[src/rtl/de2_hex_pkg.sv]
// Shared types and constants for the DE2 HEX display arbiter.
// Active-low seven-segment table: bit 6 = g ... bit 0 = a, 0 lights a segment.
package de2_hex_pkg;

  localparam int SEG_W  = 7;
  localparam int DIGITS = 4;
  localparam int HOLD_W = 16;

  localparam logic [SEG_W-1:0] SEG_BLANK = 7'h7F;

  localparam logic [SEG_W-1:0] SEG_LUT [16] = '{
    7'h40, 7'h79, 7'h24, 7'h30, 7'h19, 7'h12, 7'h02, 7'h78,
    7'h00, 7'h10, 7'h08, 7'h03, 7'h46, 7'h21, 7'h06, 7'h0E
  };

  typedef enum logic [1:0] {
    ST_IDLE  = 2'd0,
    ST_WRITE = 2'd1,
    ST_READ  = 2'd2,
    ST_HOLD  = 2'd3
  } state_e;

endpackage

[src/rtl/hex7seg_enc.sv]
// Combinational hex nibble to active-low seven-segment encoder.
module hex7seg_enc
  import de2_hex_pkg::*;
(
  input  logic [3:0]       hex_i,
  output logic [SEG_W-1:0] seg_o
);

  always_comb begin
    seg_o = SEG_BLANK;
    seg_o = SEG_LUT[hex_i];
  end

endmodule

[src/rtl/de2_hex_display_arbiter.sv]
// Round-robin arbiter sharing the DE2 HEX PIO between two requesters, with dwell.
// Optional readback check of the PIO contents is enabled by HEX_ARB_READBACK_EN.
module de2_hex_display_arbiter
  import de2_hex_pkg::*;
#(
  parameter int unsigned HOLD_CYCLES = 1000
) (
  input  logic        clk,
  input  logic        reset_n,
  input  logic        req0_valid,
  input  logic [15:0] req0_data,
  output logic        req0_ready,
  input  logic        req1_valid,
  input  logic [15:0] req1_data,
  output logic        req1_ready,
  output logic [1:0]  pio_address,
  output logic        pio_chipselect,
  output logic        pio_write_n,
  output logic [31:0] pio_writedata,
  input  logic [31:0] pio_readdata,
  output logic        busy,
  output logic        last_grant,
  output logic        err
);

  localparam logic [HOLD_W-1:0] HOLD_LOAD =
    (HOLD_CYCLES == 0) ? '0 : HOLD_W'(HOLD_CYCLES - 1);
  localparam state_e AFTER_IO = (HOLD_CYCLES == 0) ? ST_IDLE : ST_HOLD;

  state_e                state_q, state_d;
  logic                  ptr_q, ptr_d;
  logic                  last_grant_q, last_grant_d;
  logic [15:0]           data_q, data_d;
  logic [HOLD_W-1:0]     hold_q, hold_d;
  logic [SEG_W*DIGITS-1:0] seg_w;
  logic                  grant;
  logic                  unused_rd;

`ifdef HEX_ARB_READBACK_EN
  logic err_q, err_d;
`endif

  for (genvar g = 0; g < DIGITS; g++) begin : g_enc
    hex7seg_enc u_enc (
      .hex_i (data_q[4*g +: 4]),
      .seg_o (seg_w[SEG_W*g +: SEG_W])
    );
  end

  // Only both-valid contention consults the pointer; a lone requester always wins.
  assign grant = (req0_valid && req1_valid) ? ptr_q : req1_valid;

  // Handshake: a requester's value transfers on a clock edge where valid and ready
  // are both high; ready is only offered in IDLE and valid must not wait on ready.
  always_comb begin
    state_d        = state_q;
    ptr_d          = ptr_q;
    last_grant_d   = last_grant_q;
    data_d         = data_q;
    hold_d         = hold_q;
`ifdef HEX_ARB_READBACK_EN
    err_d          = err_q;
`endif
    req0_ready     = 1'b0;
    req1_ready     = 1'b0;
    pio_chipselect = 1'b0;
    pio_write_n    = 1'b1;
    pio_writedata  = 32'h0;

    case (state_q)
      ST_IDLE: begin
        if ((req0_valid || req1_valid) && reset_n) begin
          req0_ready   = !grant;
          req1_ready   = grant;
          data_d       = grant ? req1_data : req0_data;
          last_grant_d = grant;
          ptr_d        = !grant;
          state_d      = ST_WRITE;
        end
      end
      ST_WRITE: begin
        pio_chipselect = 1'b1;
        pio_write_n    = 1'b0;
        pio_writedata  = {4'h0, seg_w};
`ifdef HEX_ARB_READBACK_EN
        state_d        = ST_READ;
`else
        state_d        = AFTER_IO;
        hold_d         = HOLD_LOAD;
`endif
      end
`ifdef HEX_ARB_READBACK_EN
      ST_READ: begin
        pio_chipselect = 1'b1;
        if (pio_readdata[SEG_W*DIGITS-1:0] != seg_w) err_d = 1'b1;
        state_d        = AFTER_IO;
        hold_d         = HOLD_LOAD;
      end
`endif
      ST_HOLD: begin
        if (hold_q == '0) state_d = ST_IDLE;
        else              hold_d  = hold_q - 1'b1;
      end
      default: state_d = ST_IDLE;
    endcase
  end

  always_ff @(posedge clk or negedge reset_n) begin
    if (!reset_n) begin
      state_q      <= ST_IDLE;
      ptr_q        <= 1'b0;
      last_grant_q <= 1'b0;
      data_q       <= 16'h0;
      hold_q       <= '0;
`ifdef HEX_ARB_READBACK_EN
      err_q        <= 1'b0;
`endif
    end else begin
      state_q      <= state_d;
      ptr_q        <= ptr_d;
      last_grant_q <= last_grant_d;
      data_q       <= data_d;
      hold_q       <= hold_d;
`ifdef HEX_ARB_READBACK_EN
      err_q        <= err_d;
`endif
    end
  end

`ifdef HEX_ARB_READBACK_EN
  assign err = err_q;
`else
  assign err = 1'b0;
`endif

  assign unused_rd   = ^pio_readdata;
  assign pio_address = 2'b00;
  assign busy        = (state_q != ST_IDLE);
  assign last_grant  = last_grant_q;

endmodule

[config.mk]
export PLATFORM = sky130hd
export DESIGN_NAME = de2_hex_display_arbiter
export DESIGN_NICKNAME = d
export VERILOG_FILES = /design/src/rtl/de2_hex_pkg.sv /design/src/rtl/hex7seg_enc.sv /design/src/rtl/de2_hex_display_arbiter.sv
export SDC_FILE = /design/constraint.sdc
export NUM_CORES = 1
export LEC_CHECK = 0
export ABC_CLOCK_PERIOD_IN_PS = 4200
export CAP_MARGIN = 5
export CORE_ASPECT_RATIO = 0.75
export CORE_MARGIN = 3
export CORE_UTILIZATION = 48
export DETAILED_ROUTE_END_ITERATION = 16
export GPL_TIMING_DRIVEN = 1
export PLACE_DENSITY = 0.86
export SLEW_MARGIN = 20
export SYNTH_ARGS = -nofsm -noshare
export SYNTH_HDL_FRONTEND = slang
export SYNTH_SLANG_ARGS = --single-unit
[constraint.sdc]
create_clock -name clk -period 4.2 [get_ports clk]
set_input_delay 0.84 -clock clk [delete_from_list [all_inputs] [get_ports clk]]
set_output_delay 0.84 -clock clk [all_outputs]
set_load 0.01 [all_outputs]
==> results of run 1 <==
==> how the worst max path moves through the flow <==
stage	start	endpoint	slack (ns)	depth (start not counted)
after CTS	req1_valid	req1_ready	0.80	6
after global placement	req1_valid	req1_ready	0.83	6
final	req1_valid	req1_ready	0.80	6
after global routing	req1_valid	req1_ready	0.72	6
after floorplan	req0_valid	req0_ready	1.40	5
after detailed placement	req1_valid	req1_ready	0.80	6
==> sequential cells by signal (all words and copies together), names as in the netlist <==
| name | count |
|---|---|
| hold_q | 16 |
| ptr_q | 1 |
| data_q | 16 |
| state_q | 2 |
| last_grant | 1 |
==> worst max-delay path, stage by stage <==
cell	delay, ns
clkdlybuf4s50_1	0.50
o211ai_1	0.10
nand2b_1	0.18
buf_4	0.20
nor2_1	0.17
clkdlybuf4s50_1	0.57
==> cells by family after synthesis <==
logic type | Yosys count | synth area share [%]
AOI/OAI and AO/OA | 100 | 21.49
xor gates and xnor gates | 5 | 1.529
other | 1 | 0.1309
buffers and inverters | 44 | 6.859
adders and majority gates | 29 | 12.67
muxes | 17 | 5.941
DFF | 36 | 31.45
and+or+nand+nor | 123 | 19.92
==> layer usage <==
layer,GRT usage [%],wire (µm)
met1,26.60,3081
met2,35.61,3239
met3,4.330,581
met4,6.240,74
met5,0,0
==> per-stage QoR <==
step / area, µm² / power, mW
floorplan: 2887 / 0.3739
global placement: 3590 / 0.4131
detailed placement: 3590 / 0.4138
CTS: 3686 / 0.6761
global route: 3686 / 0.6945
finish: 3686 / 0.6695
==> placed cells by master, fill, tap and decap left out, drive strengths merged, types with 2 or more instances in the layout <==
cell / instances
ha: 29
xnor2: 4
nand3: 2
nor4: 9
a311oi: 5
nand2: 43
nand4: 2
o21ai: 26
a31oi: 2
or4: 2
a211oi: 16
a21o: 5
nor3b: 2
dfrtp: 36
inv: 19
or3b: 2
a21oi: 32
a22oi: 6
nor2: 41
o211ai: 3
or3: 3
buf: 7
mux2i: 17
nor3: 4
conb: 7
nor2b: 9
clkdlybuf4s50: 68
clkbuf: 7
==> cell type report <==
| cell class | count | area (µm²) | area share [%] |
|---|---|---|---|
| timing repair buffer | 75 | 730.7 | 19.82 |
| multi-input combinational | 281 | 1793 | 48.64 |
| inverter | 19 | 71.32 | 1.935 |
| sequential | 36 | 900.9 | 24.44 |
| clock buffer | 7 | 96.34 | 2.614 |
| tap | 75 | 93.84 | 2.546 |
==> power by group through the flow <==
stage	clock [mW]	combinational [mW]	sequential [mW]
2_1_floorplan	0	0.0206	0.353
3_3_place_gp	0	0.0600	0.353
3_5_place_dp	0	0.0606	0.353
4_1_cts	0.269	0.0608	0.347
5_1_grt	0.283	0.0649	0.346
6_report	0.263	0.0599	0.347
==> run_results.csv, run 1 <==
group,metric,value,unit
routing,vias_per_cell,5.556,
global_routing,grt_max_degree,37,
placement,gp_congestion,0.9261,
pwr,p_sw_share,20.91,%
routing,num_vias,2739,
synth,async_reset_ff_share,100.0,%
critical_path,r2r_setup_slack,1.92,ns
cells_and_area,layout-drive-gt1-share,4.306,%
sta,setup_viol,0,
sta,whs,0.4821,ns
placement,place_hpwl,5398,µm
routing,first_iter_violations,180,
clock_tree,worstSkewPairLatency,0.29,ns
pwr,ir_drop,0.0001004,V
synth,syn-cell-area,2864,µm²
synth,synth_cells,355,
synth,synth_ff_type,"dfrtp_1",
pwr,p_leak,1.584,nW
routing,routed_wl,6977,µm
sta,relSlewSlack,53.86,%
pwr,clockPowerShare,39.3,%
pwr,p_comb_share,8.9,%
synth,synth_common_cells,"nand2_1 (43), nor2_1 (41), dfrtp_1 (36)",
placement,pre_cts_slack,0.7973,ns
critical_path,cp-end-kind,"output port",
critical_path,rr_startpoint,"hold_q[0]$_DFFE_PN0P_",
sta,final_max_slew_viol_count,0,
placement,placed_cells,486,
global_routing,grt_pass1_wl,11350,µm
synth,synth_edf_count,0,
global_routing,grt_pass1_vias,2472,
cells_and_area,final_util,66.37,%
clock_tree,cts-root-buf,"clkbuf_8",
worst_hold_path,hold_path_class,"flop to flop",
synth,yosysMostFrequentCell,"nand2_1",
synth,synth_top_area_share,31.45,%
routing,wl_per_cell,14.15,µm
sta,post-route-period-util,81.00,%
routing,antenna_left,0,
clock_tree,cts_buffer_depth,2,
worst_hold_path,min_to,"last_grant$_DFFE_PN0P_",
worst_hold_path,holdPathStages,1,
synth,synth_area_leader_cell,"dfrtp_1",
cells_and_area,nNetsFinal,515,
critical_path,cp.required,3.36,ns
sta,maxClockFrequency,294.0,MHz
sta,period_needed,3.402,ns
clock_tree,cts.htree.levels,2,
sta,skew,0.001296,ns
synth,synth_warnings,0,
die,die_w,95.20,µm
pwr,internal_power,529.5,µW
clock_tree,clk_pin_slew,0.07,ns
run,maxCapViolCount,0,
sta,final.setup.tns,0,ns
cells_and_area,fillerInstances,478,
routing,first_pass_iters,4,
pwr,power_density,181.6,nW/µm²
critical_path,worstPathArrival,2.56,ns
die,num_rows,23,
routing,drc,0,
cells_and_area,final_cells,493,
clock_tree,cts_tree,"built",
critical_path,worst-setup-path-type,"input pin to output port",
critical_path,r2r.worst_path.cells,7,
pwr,seq_power_share,51.8,%
synth,yosys_register_bits,36,
sta,rsz0062_at_grt,"no",
die,start_util,51.57,%
clock_tree,cts_setup_buffers,0,
cells_and_area,area_growth,28.70,%
die,core,5554,µm²
clock_tree,cts_sinks,36,
critical_path,cp-start-kind,"input pin",
synth,yosysSeqAreaShare,31.45,%
die,pin_count,109,
run_status,run_status,"finished clean",
global_routing,groute.usage.overall,20.84,%
pwr,p_switching,140.0,µW
sta,timing.final.ws_setup,0.7981,ns
critical_path,rr_endpoint,"hold_q[14]$_DFFE_PN0P_",
synth,synth.avg_cell_area,8.068,µm²
worst_hold_path,hp-start,"last_grant$_DFFE_PN0P_",
die,dieArea,6939,µm²
clock_tree,cts_hold_buf,0,
clock_tree,cts-buffers-inserted,5,
cells_and_area,antennaDiodeCount,0,
clock_tree,cts_resized,0,
global_routing,grt_antenna_before_repair,0,
synth,synth_cell_types,41,
die,chipHeight,72.90,µm
synth,synthTopCellsByArea,"dfrtp_1 (31%), ha_1 (13%), mux2i_1 (5.9%), nand2_1 (5.6%), a21oi_1 (5.6%)",
global_routing,gr-total-overflow,0,
sta,worstMarginPinSlew,0.6858,ns
sta,hold_violations,0,
critical_path,cp_max_fo,18,
placement,io_buffer_count,69,
Note: power is estimated with default switching activity, not from simulation.
==> inputs of run 2 (changes only) <==
- ABC_CLOCK_PERIOD_IN_PS: 4200 -> 3300
- CORE_UTILIZATION: 48 -> 45
- PLACE_DENSITY: 0.86 -> 0.82
- clock period: 4.2 -> 3.3 ns (I/O delays scaled with it)
==> run_results.csv, run 2 (synthesis gave the netlist of run 1 again) <==
group,metric,value,unit
pwr,ir_drop,0.0001660,V
critical_path,cp_slowest_cell,"clkdlybuf4s50_1",
die,dieArea,7368,µm²
critical_path,r2r_setup_slack,1.05,ns
routing,first_pass_iters,4,
sta,period_needed,3.010,ns
clock_tree,cts_hold_buf,0,
placement,io_buffer_count,69,
pwr,p_comb_share,8.3,%
die,num_rows,24,
pwr,clockPowerShare,43.2,%
sta,skew,0.01099,ns
critical_path,rr_startpoint,"hold_q[0]$_DFFE_PN0P_",
sta,setup_viol,0,
clock_tree,cts_setup_buffers,0,
global_routing,grt_max_degree,37,
critical_path,cp-end-kind,"output port",
run_status,run_status,"finished clean",
cells_and_area,antennaDiodeCount,0,
cells_and_area,nNetsFinal,515,
global_routing,grt_pass1_vias,2443,
sta,rsz0062_at_grt,"no",
sta,final_max_slew_viol_count,0,
routing,wl_per_cell,13.96,µm
critical_path,cp_common_cell,"clkdlybuf4s50_1",
clock_tree,cts_resized,0,
global_routing,gr-total-overflow,0,
die,start_util,47.93,%
cells_and_area,final_cells,497,
cells_and_area,layout_common_cells,"clkdlybuf4s50_1 (68), nand2_1 (43), nor2_1 (41), dfrtp_1 (36), a21oi_1 (32)",
pwr,p_leak,1.589,nW
critical_path,cp_slowest_stage_delay,0.59,ns
cells_and_area,final_util,62.00,%
critical_path,rr_endpoint,"hold_q[14]$_DFFE_PN0P_",
critical_path,worstPathArrival,2.35,ns
pwr,power.total,908.5,µW
clock_tree,cts-root-buf,"clkbuf_8",
cells_and_area,final_common_cell,"clkdlybuf4s50_1",
routing,routed_wl,6936,µm
critical_path,cp_max_fo,3,
routing,first_iter_violations,199,
critical_path,path_buf_inv,2,
pwr,internal_power,710.6,µW
sta,whs,0.4628,ns
critical_path,worstSetupStartpoint,"req1_valid",
clock_tree,worstSkewPairLatency,0.30,ns
run,maxCapViolCount,0,
die,core,5976,µm²
sta,hold_violations,0,
clock_tree,cts.htree.levels,2,
critical_path,cp_top_family,"buffers and inverters",
die,pin_count,109,
die,die_w,98.12,µm
critical_path,cp-start-kind,"input pin",
pwr,seq_power_share,48.5,%
critical_path,cp.depth,5,
cells_and_area,area_growth,29.36,%
routing,antenna_left,0,
critical_path,worst-setup-path-type,"input pin to output port",
clock_tree,cts-buffers-inserted,5,
sta,post-route-period-util,91.20,%
global_routing,groute.usage.overall,19.28,%
clock_tree,cts_sinks,36,
clock_tree,cts_buffer_depth,2,
critical_path,crit_end,"req1_ready",
global_routing,grt_pass1_wl,11480,µm
cells_and_area,biggestRegsByFlops,"data_q: 16 flops, hold_q: 16 flops, state_q: 2 flops",
sta,worstMarginPinSlew,0.6538,ns
sta,relSlewSlack,56.01,%
worst_hold_path,hold_path_class,"input pin to async pin",
placement,placed_cells,489,
critical_path,crit_chain,"clkdlybuf4s50_1, o211ai_1, nand2b_1, nor2_1, clkdlybuf4s50_1",
sta,maxClockFrequency,332.3,MHz
clock_tree,cts_tree,"built",
routing,vias_per_cell,5.354,
pwr,p_switching,198.0,µW
sta,final.setup.tns,0,ns
routing,num_vias,2661,
clock_tree,clk_pin_slew,0.08,ns
routing,drc,0,
pwr,power_density,245.2,nW/µm²
placement,place_hpwl,5234,µm
pwr,p_sw_share,21.79,%
global_routing,grt_antenna_before_repair,0,
cells_and_area,layout-drive-gt1-share,4.535,%
critical_path,cp.required,2.64,ns
critical_path,r2r.worst_path.cells,7,
placement,gp_congestion,0.9316,
die,chipHeight,75.09,µm
run 2: cell count changes in the layout (fill, tap and decap cells not counted):
cell	change
clkinvlp_4	+1
clkbuf_8	-2
bufinv_16	+1
clkinv_2	+1
run 2: layer usage:
metal	vias to the layer above	track usage, %	part of all wire [%]
li1	1359	-	-
met1	1211	25.50	48
met2	81	31.52	45
met3	10	4.537	6.1
met4	0	6.759	1.4
met5	-	0	0
run 2: power by group through the flow:
stage | clock [mW] | sequential, mW | combinational, mW
after floorplan | 0 | 0.450 | 0.0262
after global placement | 0 | 0.449 | 0.0757
after detailed placement | 0 | 0.449 | 0.0767
after CTS | 0.399 | 0.441 | 0.0769
after global routing | 0.414 | 0.441 | 0.0825
final | 0.392 | 0.441 | 0.0756
run 2: cell type report:
type	count	area [µm²]
sequential	36	900.9
clock inverter	3	42.54
multi-input combinational	281	1793
timing repair buffer	75	730.7
inverter	19	71.32
fill	536	2271
clock buffer	5	68.82
tap	78	97.59
run 2: worst register-to-register path: cells and delay by family, from the launching register on:
kind	cells	cell delay [ns]
and+or+nand+nor	5	1.54
DFF	1	0.41
adders and majority gates	1	0.19
buffers and inverters	1	0.07
run 2: worst min path at each step:
stage                           startpoint                      to  slack [ns]  cells past startpoint
floorplan                          reset_n   data_q[0]$_DFFE_PN0P_        0.36                      0
global placement    last_grant$_DFFE_PN0P_  last_grant$_DFFE_PN0P_        0.49                      1
detailed placement  last_grant$_DFFE_PN0P_  last_grant$_DFFE_PN0P_        0.50                      1
CTS                                reset_n   hold_q[6]$_DFFE_PN0P_        0.46                      2
global route                       reset_n   hold_q[6]$_DFFE_PN0P_        0.49                      2
finish                             reset_n  state_q[0]$_DFFE_PN0P_        0.46                      2
run 2: per-stage QoR:
stage | setup slack (ns) | area (µm²)
finish | 0.2903 | 3705
global route | 0.2057 | 3705
global placement | 0.3354 | 3593
detailed placement | 0.3114 | 3593
floorplan | 0.8567 | 2887
CTS | 0.2985 | 3705
